`src/rtl/forwarding_hazard_unit_pkg.sv`:
```
// Shared definitions for operand forwarding and load-use hazard control.
// The execute stage decodes FU_Src_Sel/FU_Dst_Sel with the same SEL_* codes.
package forwarding_hazard_unit_pkg;

  // Forwarding select codes seen by the execute-stage operand muxes
  localparam logic [1:0] SEL_MUX   = 2'b00;  // regfile / immediate mux
  localparam logic [1:0] SEL_WB    = 2'b01;  // final write-back data (load result)
  localparam logic [1:0] SEL_EXMEM = 2'b10;  // ALU result held in EX/MEM
  localparam logic [1:0] SEL_MEMWB = 2'b11;  // ALU result held in MEM/WB

  // Load-use controller states
  typedef enum logic {
    ST_RUN   = 1'b0,
    ST_STALL = 1'b1
  } fsm_state_e;

  // Tag pipe stage indices, youngest first
  localparam int NUM_STAGES = 3;
  localparam int STG_EX     = 0;
  localparam int STG_MEM    = 1;
  localparam int STG_WB     = 2;

  // Stages whose producers can still be forwarded to a decoding consumer.
  // A WB producer writes the regfile before decode reads it.
  localparam logic [NUM_STAGES-1:0] FWD_STAGE_MASK = 3'b011;
  // Stages where a matching load is not yet able to supply its data
  localparam logic [NUM_STAGES-1:0] HAZ_STAGE_MASK = 3'b001;

  // A-side select: EX/MEM ALU result is youngest; a MEM-stage load is
  // taken from the final WB data, a MEM-stage ALU op from MEM/WB.
  function automatic logic [1:0] src_sel_f(input logic ex_hit, input logic ex_ld,
                                           input logic mem_hit, input logic mem_ld);
    if (ex_hit && !ex_ld) return SEL_EXMEM;
    if (mem_hit) return mem_ld ? SEL_WB : SEL_MEMWB;
    return SEL_MUX;
  endfunction

  // B-side select: the B mux has no MEM/WB ALU input, so any MEM-stage
  // producer is taken from the WB data path.
  function automatic logic [1:0] dst_sel_f(input logic ex_hit, input logic ex_ld,
                                           input logic mem_hit);
    if (ex_hit && !ex_ld) return SEL_EXMEM;
    if (mem_hit) return SEL_WB;
    return SEL_MUX;
  endfunction

endpackage

```
`src/rtl/forwarding_hazard_unit_hazard_tag_pipe.sv`:
```
// Three-stage shift register of destination tags {v,we,wa,ld} that
// follows instructions through EX, MEM and WB. A bubble enters as an
// all-zero slot; hold freezes every stage.
module hazard_tag_pipe
  import forwarding_hazard_unit_pkg::*;
#(
  parameter int RA = 3
) (
  input  logic                           clk,
  input  logic                           rst,
  input  logic                           hold,
  input  logic                           slot_v,
  input  logic                           slot_we,
  input  logic [RA-1:0]                  slot_wa,
  input  logic                           slot_ld,
  output logic [NUM_STAGES-1:0]          tag_v,
  output logic [NUM_STAGES-1:0]          tag_we,
  output logic [NUM_STAGES-1:0][RA-1:0]  tag_wa,
  output logic [NUM_STAGES-1:0]          tag_ld
);

  for (genvar gi = 0; gi < NUM_STAGES; gi++) begin : g_stage
    logic          v_in, we_in, ld_in;
    logic [RA-1:0] wa_in;
    logic          v_reg, we_reg, ld_reg;
    logic [RA-1:0] wa_reg;

    if (gi == 0) begin : g_head
      assign v_in  = slot_v;
      assign we_in = slot_we;
      assign wa_in = slot_wa;
      assign ld_in = slot_ld;
    end else begin : g_body
      assign v_in  = tag_v[gi-1];
      assign we_in = tag_we[gi-1];
      assign wa_in = tag_wa[gi-1];
      assign ld_in = tag_ld[gi-1];
    end

    // Advance the tag one stage per edge unless the pipeline is frozen
    always_ff @(posedge clk) begin
      if (!rst) begin
        v_reg  <= 1'b0;
        we_reg <= 1'b0;
        wa_reg <= '0;
        ld_reg <= 1'b0;
      end else if (!hold) begin
        v_reg  <= v_in;
        we_reg <= we_in;
        wa_reg <= wa_in;
        ld_reg <= ld_in;
      end
    end

    assign tag_v[gi]  = v_reg;
    assign tag_we[gi] = we_reg;
    assign tag_wa[gi] = wa_reg;
    assign tag_ld[gi] = ld_reg;
  end

endmodule

```
`src/rtl/forwarding_hazard_unit.sv`:
```
// Operand forwarding select generator and load-use hazard controller.
// Decode-stage sources are compared against in-flight destination tags;
// the resulting selects are registered so they reach EX with the consumer.
module forwarding_hazard_unit
  import forwarding_hazard_unit_pkg::*;
#(
  parameter int RA         = 3,
  parameter int LOAD_STALL = 1
) (
  input  logic          clk,
  input  logic          rst,
  input  logic          id_valid,
  input  logic [RA-1:0] id_rsrc,
  input  logic [RA-1:0] id_rdst,
  input  logic          id_use_src,
  input  logic          id_use_dst,
  input  logic          id_we,
  input  logic [RA-1:0] id_wa,
  input  logic          id_is_load,
  input  logic          stall_in,
  input  logic          flush_in,
  output logic [1:0]    FU_Src_Sel,
  output logic [1:0]    FU_Dst_Sel,
  output logic          stall_out,
  output logic          bubble_out
);

  // Extra stall cycles spent in ST_STALL after the detecting cycle
  localparam logic [1:0] STALL_EXTRA = 2'(LOAD_STALL - 1);

  logic                          slot_v;
  logic [NUM_STAGES-1:0]         tag_v, tag_we, tag_ld;
  logic [NUM_STAGES-1:0][RA-1:0] tag_wa;
  logic [NUM_STAGES-1:0]         src_hit, dst_hit;
  logic [NUM_STAGES-1:0]         src_fwd, dst_fwd, ld_hit;
  logic                          hazard;
  logic [1:0]                    src_sel_next, dst_sel_next;
  logic [1:0]                    src_sel_reg, dst_sel_reg;
  fsm_state_e                    state_reg;
  logic [1:0]                    cnt_reg;

  // Decode slot entering ID/EX; killed by flush, hazard bubble or no instruction
  assign slot_v = id_valid & ~flush_in & ~bubble_out;

  hazard_tag_pipe #(.RA(RA)) u_tag_pipe (
    .clk     (clk),
    .rst     (rst),
    .hold    (stall_in),
    .slot_v  (slot_v),
    .slot_we (slot_v & id_we),
    .slot_wa (slot_v ? id_wa : '0),
    .slot_ld (slot_v & id_is_load),
    .tag_v   (tag_v),
    .tag_we  (tag_we),
    .tag_wa  (tag_wa),
    .tag_ld  (tag_ld)
  );

  // Per-stage tag comparators for both operand sides
  for (genvar gi = 0; gi < NUM_STAGES; gi++) begin : g_cmp
    assign src_hit[gi] = tag_v[gi] & tag_we[gi] & (tag_wa[gi] == id_rsrc) & id_use_src;
    assign dst_hit[gi] = tag_v[gi] & tag_we[gi] & (tag_wa[gi] == id_rdst) & id_use_dst;
  end

  assign src_fwd = src_hit & FWD_STAGE_MASK;
  assign dst_fwd = dst_hit & FWD_STAGE_MASK;
  assign ld_hit  = (src_hit | dst_hit) & tag_ld & HAZ_STAGE_MASK;
  assign hazard  = id_valid & ~flush_in & (|ld_hit);

  // Priority select: youngest forwardable producer wins
  always_comb begin
    src_sel_next = SEL_MUX;
    dst_sel_next = SEL_MUX;
    if (|src_fwd) begin
      src_sel_next = src_sel_f(src_fwd[STG_EX], tag_ld[STG_EX],
                               src_fwd[STG_MEM], tag_ld[STG_MEM]);
    end
    if (|dst_fwd) begin
      dst_sel_next = dst_sel_f(dst_fwd[STG_EX], tag_ld[STG_EX], dst_fwd[STG_MEM]);
    end
  end

  // Selects travel with the ID/EX slot; bubbles and flushes carry SEL_MUX
  always_ff @(posedge clk) begin
    if (!rst) begin
      src_sel_reg <= SEL_MUX;
      dst_sel_reg <= SEL_MUX;
    end else if (!stall_in) begin
      src_sel_reg <= slot_v ? src_sel_next : SEL_MUX;
      dst_sel_reg <= slot_v ? dst_sel_next : SEL_MUX;
    end
  end

  // Load-use controller: the detecting cycle stalls in RUN, further cycles in STALL
  always_ff @(posedge clk) begin
    if (!rst) begin
      state_reg <= ST_RUN;
      cnt_reg   <= 2'd0;
    end else if (!stall_in) begin
      case (state_reg)
        ST_RUN: begin
          if (hazard && (LOAD_STALL > 1)) begin
            state_reg <= ST_STALL;
            cnt_reg   <= STALL_EXTRA;
          end
        end
        ST_STALL: begin
          if (flush_in) begin
            state_reg <= ST_RUN;
            cnt_reg   <= 2'd0;
          end else begin
            cnt_reg <= cnt_reg - 2'd1;
            if (cnt_reg == 2'd1) state_reg <= ST_RUN;
          end
        end
        default: begin
          state_reg <= ST_RUN;
          cnt_reg   <= 2'd0;
        end
      endcase
    end
  end

  assign stall_out  = (state_reg == ST_STALL) | hazard;
  assign bubble_out = stall_out;
  assign FU_Src_Sel = src_sel_reg;
  assign FU_Dst_Sel = dst_sel_reg;

endmodule

```
`config.mk`:
```
export PLATFORM = sky130hd
export DESIGN_NAME = forwarding_hazard_unit
export DESIGN_NICKNAME = d
export VERILOG_FILES = /design/src/rtl/forwarding_hazard_unit_pkg.sv /design/src/rtl/forwarding_hazard_unit_hazard_tag_pipe.sv /design/src/rtl/forwarding_hazard_unit.sv
export SDC_FILE = /design/constraint.sdc
export NUM_CORES = 1
export LEC_CHECK = 0
export BUFFER_PORTS_ARGS = -buffer_cell sky130_fd_sc_hd__buf_4
export CAP_MARGIN = 20
export CORE_ASPECT_RATIO = 0.5
export CORE_MARGIN = 3
export CORE_UTILIZATION = 45
export CTS_BUF_LIST = sky130_fd_sc_hd__clkbuf_8
export DETAILED_ROUTE_END_ITERATION = 10
export PLACE_DENSITY = 0.68
export SLEW_MARGIN = 40
export SYNTH_ARGS = -nofsm -noshare
export SYNTH_HDL_FRONTEND = slang
export SYNTH_HIERARCHICAL = 1
export SYNTH_SLANG_ARGS = --single-unit
```
`constraint.sdc`:
```
create_clock -name clk -period 6 [get_ports clk]
set_input_delay 1.2 -clock clk [delete_from_list [all_inputs] [get_ports clk]]
set_output_delay 1.2 -clock clk [all_outputs]
set_load 0.1 [all_outputs]
```
[Yosys cells after proc, flatten, opt, wreduce, memory -nomap -nowiden]
Index checks and enable logic that the tools add are counted.
Operators by class
  $add $sub $neg: 1
  eq/ne operators: 5
  mux-type cells: 28
  bitwise logic cells: 21
  reduce and logical (&&, ||, !) cells: 6
Operator list (count)
  two-way mux 2 bit: 14
  AND 1 bit: 16
  two-way mux 1 bit: 13
  == test 3 bit: 4
  OR reduction 2 bit: 2
  two-way mux 3 bit: 1
  NOT 1 bit: 3
  == test 2 x 1 -> 1 bit, second input constant: 1
  logical AND 1 bit: 2
  OR 1 bit: 2
  AND reduction 2 bit: 1
  subtractor 2 x 1 -> 2 bit, second input constant: 1
  zero test 1 bit: 1
Storage, ports and cells
  flip-flop bits (word level): 19
  input port bits: 18
  output and inout bits: 6

[Depth between registers and ports, before layout]
Gate-level depths: netlist of the first run.
  word-level depth: 12
  depth in mapped cells: 7
  depth with buffers taken out: 6

[Cells and area by module]
The synthesis of the first run kept the hierarchy.
By module, submodules not included
  hazard_tag_pipe: instances 1, cells each 66, area each 755.7 µm², seq. area each 360.3 µm²
  forwarding_hazard_unit: instances 1, cells each 67, area each 598.1 µm², seq. area each 140.1 µm²

[Worst setup path before layout of the first run]
OpenSTA, ideal clock, no wires.
  path type: in2out
  from: in id_rsrc[2]
  to: out stall_out
  data arrival time: 3.334 ns
  slack: 1.466 ns
  stages on the path: 5
  path buffers: 1
  cells stage by stage: xor2_1 or4_4 a21oi_4 or2_1 buf_4
On the way
  cells in the longest elaborated chain, start to end: 7
RTL lines
  start: declaration: RTL line forwarding_hazard_unit.sv:13  | input logic [RA-1:0] id_rsrc,
  == test 3 bit: RTL line forwarding_hazard_unit.sv:61  | assign src_hit[gi] = tag_v[gi] & tag_we[gi] & (tag_wa[gi] == id_rsrc) & id_use_src;
  AND 1 bit (2 in a row): RTL line forwarding_hazard_unit.sv:61
  OR 1 bit: RTL line forwarding_hazard_unit.sv:67  | assign ld_hit = (src_hit | dst_hit) & tag_ld & HAZ_STAGE_MASK;
  AND 1 bit: RTL line forwarding_hazard_unit.sv:67
  AND 1 bit: RTL line forwarding_hazard_unit.sv:68  | assign hazard = id_valid & ~flush_in & (|ld_hit);
  OR 1 bit: RTL line forwarding_hazard_unit.sv:124  | assign stall_out = (state_reg == ST_STALL) | hazard;
  end: declaration: RTL line forwarding_hazard_unit.sv:24  | output logic stall_out,
No other way between the ends.

[Final worst setup path of the first run]
  from: in id_rsrc[2]
  to: out bubble_out
On the way
  cells in the longest elaborated chain, start to end: 7
RTL lines
  == test 3 bit: RTL line forwarding_hazard_unit.sv:61
  AND 1 bit (2 in a row): RTL line forwarding_hazard_unit.sv:61
  OR 1 bit: RTL line forwarding_hazard_unit.sv:67
  AND 1 bit: RTL line forwarding_hazard_unit.sv:67
  AND 1 bit: RTL line forwarding_hazard_unit.sv:68
  OR 1 bit: RTL line forwarding_hazard_unit.sv:124
  end: declaration: RTL line forwarding_hazard_unit.sv:25  | output logic bubble_out
No other way between the ends.

==> results.cfg, run 1 <==
[layout]
fin_util = 0.5592
largest_reg_flops = 6
multi_input_area_um2 = 626.9
stdcell_area_um2 = 1276
area_growth_pct = 14.61
drive_gt1_frac = 0.2500
diodes = 0
nFillCells = 228
nets = 148
seqCellArea_um2 = 380.4

[floorplan]
core_um2 = 2282
die_y_um = 41.18
die_x_um = 76.35
io_pins = 24
initial_core_util = 0.4879
rows = 12
dieArea_um2 = 3144

[critical_path]
worst-r2r-cell-count = 6
crit_top_cell = buf_4
required_ps = 4800
max_stage_delay_ps = 550
r2r_start = u_tag_pipe/g_stage[0].wa_reg[2]
critPathKind = input pin to output pin
r2r_end = u_tag_pipe/g_stage[0].wa_reg[2]
cp.arrival_ps = 2810
cp_max_fo = 10
start_kind = input pin
end_kind = output pin
reg2reg_slack_ps = 4140
crit_chain = buf_4 > xor2_1 > or4_4 > a21oi_4 > or2_1 > buf_4
cp_slowest_cell = or4_4

[timing]
drv_slew = 0
tightest_slew_ps = 452.0
final.setup_skew_ps = 2.058
rsz0062_at_grt = false
timing.hold.ws_ps = 470.5
fin_crit_sh = 0.6690
fmax_mhz = 249.1
setup_viol = 0
setup-tns-final_ps = 0
hold_viol_final = 0
min_period_ps = 4014
max_slew_margin = 0.6959

[power]
p_per_area_nw_per_um2 = 190.7
power.leakage_nw = 0.5202
ir_worst_vdd_v = 0.0001301

[yosys]
synth_cells = 112
synth_area_um2 = 1114
yosys_warnings = 6
syn_nets = 131
syn_area_per_cell_um2 = 9.943

[clocking]
clk_pin_slew_worst_paths_ps = 70
postCtsSetupBuffers = 0
htreeDepth = 1
cts_resized = 0
cts_made_buffers = 3
clock_latency_ps = 250
clock_path_buffers = 2
cts_sinks = 19
cts_tree = done
root_buffer = clkbuf_8
cts_hold_buffers = 0

[global_routing]
first_global_vias = 683
grt_pass1_wl_um = 3174
grt_max_degree = 21
grt_overflow_total = 0
track_usage = 0.1319
antenna_found_initial = 0

[placed_design]
placed_area_um2 = 1231
dp.final_hpwl_um = 1575
port_buffers = 23
routabilityCongestion = 0.8104

[detailed_routing]
drc = 0
antenna_left = 0
wirelength_um = 2088
vias = 798
drtPass1Iterations = 4
vias_per_cell = 4.896
drt_iter0_drc = 23
wire_per_inst_um = 12.81

[min_path]
whs_path_depth = 1
whs_endpoint = state_reg
hp-class = flip-flop to flip-flop
min_from = state_reg

[flow_run]
maxCapViolations = 0

[status]
run_status = finished clean
[worst max-delay path: cells and delay by family]
family          cells  cell delay (ps)
xor+xnor            1              140
simple gates        2              720
compound gates      1              330
buf+inv             2              410
[where the power goes]
part / internal (mW) / switching (mW) / total, mW
Combinational: 0.0155 / 0.0126 / 0.0281
Sequential: 0.128 / 0.00206 / 0.130
Clock: 0.0454 / 0.0400 / 0.0854
Total: 0.189 / 0.0546 / 0.243
[area by class of cell]
type / count / share of cell area
clock buffers: 3 / 0.03235
clock inverters: 1 / 0.002941
inverters: 2 / 0.005882
multi-input cells: 80 / 0.4912
flip-flops and latches: 19 / 0.2980
well taps: 35 / 0.03431
repair buffers: 23 / 0.1353
[how the worst max path moves through the flow]
stage | start | endpoint | slack (ps) | depth (start not counted)
after floorplan | id_rsrc[2] | stall_out | 1470 | 5
after global placement | id_rsrc[2] | bubble_out | 2010 | 6
after detailed placement | id_rsrc[2] | bubble_out | 1980 | 6
after CTS | id_rsrc[2] | bubble_out | 1980 | 6
after global routing | id_rsrc[2] | bubble_out | 1910 | 6
final | id_rsrc[2] | bubble_out | 1990 | 6
[cell usage in the layout (no fill, tap or decap), types with 2 or more instances in the layout]
cell type  instances
mux2i_1           12
nor4_1             3
nand3_1            5
inv_1              3
dfxtp_1           19
o31ai_2            3
nor2b_1           13
xor2_1             9
nor2_1             2
nand2_1            3
nor3b_1            6
xnor2_1            3
nand4_1            2
clkbuf_8           3
nand3b_1           2
buf_4             23
[per-layer routing]
metal	track usage	wire [µm]
met2	0.2130	881
met4	0.02703	20
met5	0	0
met3	0.04825	99
met1	0.1729	1087
[through the flow]
stage	instances	power [mW]	setup slack (ps)
finish	163	0.2433	1986
global route	163	0.2515	1911
CTS	163	0.2454	1982
detailed placement	159	0.1609	1982
global placement	159	0.1607	2009
floorplan	112	0.1503	1466
No activity file was read; power rests on OpenSTA's default activity.
==> run 2, diff against run 1 <==
clock period = 4.2 ns   (was 6 ns; I/O delays follow)
==> results.cfg, run 2 (same netlist as run 1, synthesis figures left out) <==
[global_routing]
grt_overflow_total = 0
track_usage = 0.1314
grt_max_degree = 21
first_global_vias = 682
grt_pass1_wl_um = 3160
antenna_found_initial = 0

[floorplan]
rows = 12
die_y_um = 41.18
io_pins = 24
initial_core_util = 0.4879
die_x_um = 76.35
core_um2 = 2282
dieArea_um2 = 3144

[clocking]
cts_made_buffers = 3
cts_hold_buffers = 0
postCtsSetupBuffers = 0
clock_path_buffers = 2
clock_latency_ps = 250
root_buffer = clkbuf_8
cts_resized = 0
cts_sinks = 19
cts_tree = done
clk_pin_slew_worst_paths_ps = 70
htreeDepth = 1

[layout]
most-common-layout-cells = 23 x buf_4, 19 x dfxtp_1, 13 x nor2b_1
nets = 148
fin_util = 0.5592
nFillCells = 226
final_common_cell = buf_4
diodes = 0
final_cells = 163
drive_gt1_frac = 0.2500
area_growth_pct = 14.61
largest_reg_flops = 6
stdcell_area_um2 = 1276

[critical_path]
end_kind = output pin
reg2reg_slack_ps = 2320
critPathKind = input pin to output pin
start_kind = input pin
r2r_end = u_tag_pipe/g_stage[0].wa_reg[2]
worst-r2r-cell-count = 6
required_ps = 3360
cp.arrival_ps = 2470
cp_max_fo = 10
r2r_start = u_tag_pipe/g_stage[0].wa_reg[2]

[timing]
fmax_mhz = 302.5
fin_crit_sh = 0.7872
final.setup_skew_ps = 2.282
setup_viol = 0
max_slew_margin = 0.6748
hold_viol_final = 0
tightest_slew_ps = 483.4
setup-tns-final_ps = 0
rsz0062_at_grt = false
min_period_ps = 3306
drv_slew = 0

[detailed_routing]
wirelength_um = 2098
vias_per_cell = 4.902
vias = 799
drt_iter0_drc = 18
drc = 0
wire_per_inst_um = 12.87
antenna_left = 0
drtPass1Iterations = 3

[placed_design]
routabilityCongestion = 0.8105
dp.final_hpwl_um = 1573
placed_area_um2 = 1231
dpl.cell_count = 159
port_buffers = 23

[power]
power_switching_mw = 0.07832
p_seq_frac = 0.533
ir_worst_vdd_v = 0.0001863
power.leakage_nw = 0.5202
p_per_area_nw_per_um2 = 272.5
intPower_mw = 0.2695
sw_frac_of_total = 0.2252
p_total_mw = 0.3478
combPwrFrac = 0.116
p_clk_frac = 0.351

[min_path]
hp-class = flip-flop to flip-flop
min_from = state_reg
whs_path_depth = 1
whs_endpoint = state_reg

[status]
run_status = finished clean

[flow_run]
maxCapViolations = 0
==> run 2: worst max path at each step <==
stage,startpoint,endpoint,cells after the start
finish,id_rsrc[2],bubble_out,6
CTS,id_rsrc[2],bubble_out,6
floorplan,id_rsrc[2],stall_out,5
detailed placement,id_rsrc[2],bubble_out,6
global placement,id_rsrc[2],bubble_out,6
global route,id_rsrc[2],bubble_out,6
==> run 2: final cells by class <==
class,count,area (µm²),share of cell area
inverter,2,7.507,0.005882
clock inverter,1,3.754,0.002941
tap,35,43.79,0.03431
clock buffer,3,41.29,0.03235
sequential,19,380.4,0.2980
multi-input combinational,80,626.9,0.4912
timing repair buffer,23,172.7,0.1353
==> run 2: critical path, cell delays in order <==
cell and delay, ps:
buf_4 120, xor2_1 140, or4_4 550, a21oi_4 340, or2_1 180, buf_4 290
==> run 2: through the flow <==
step	hold slack [ps]	setup WS, ps
6_report	474.3	893.8
5_1_grt	503.1	830.4
4_1_cts	473.2	902.0
3_5_place_dp	463.3	902.2
3_3_place_gp	456.5	929.3
2_1_floorplan	441.8	386.1
==> run 2: layer usage <==
layer	vias up	global-route usage	routed length (µm)
met3	2	0.04825	85
met2	13	0.2109	885
met1	363	0.1729	1107
met5	-	0	0
met4	0	0.02703	20
li1	421	-	-
==> run 2: power groups by stage <==
| stage | clock (mW) | combinational (mW) | sequential, mW |
|---|---|---|---|
| after floorplan | 0 | 0.0265 | 0.188 |
| after global placement | 0 | 0.0402 | 0.189 |
| after detailed placement | 0 | 0.0404 | 0.189 |
| after CTS | 0.125 | 0.0406 | 0.185 |
| after global routing | 0.130 | 0.0438 | 0.186 |
| final | 0.122 | 0.0403 | 0.185 |
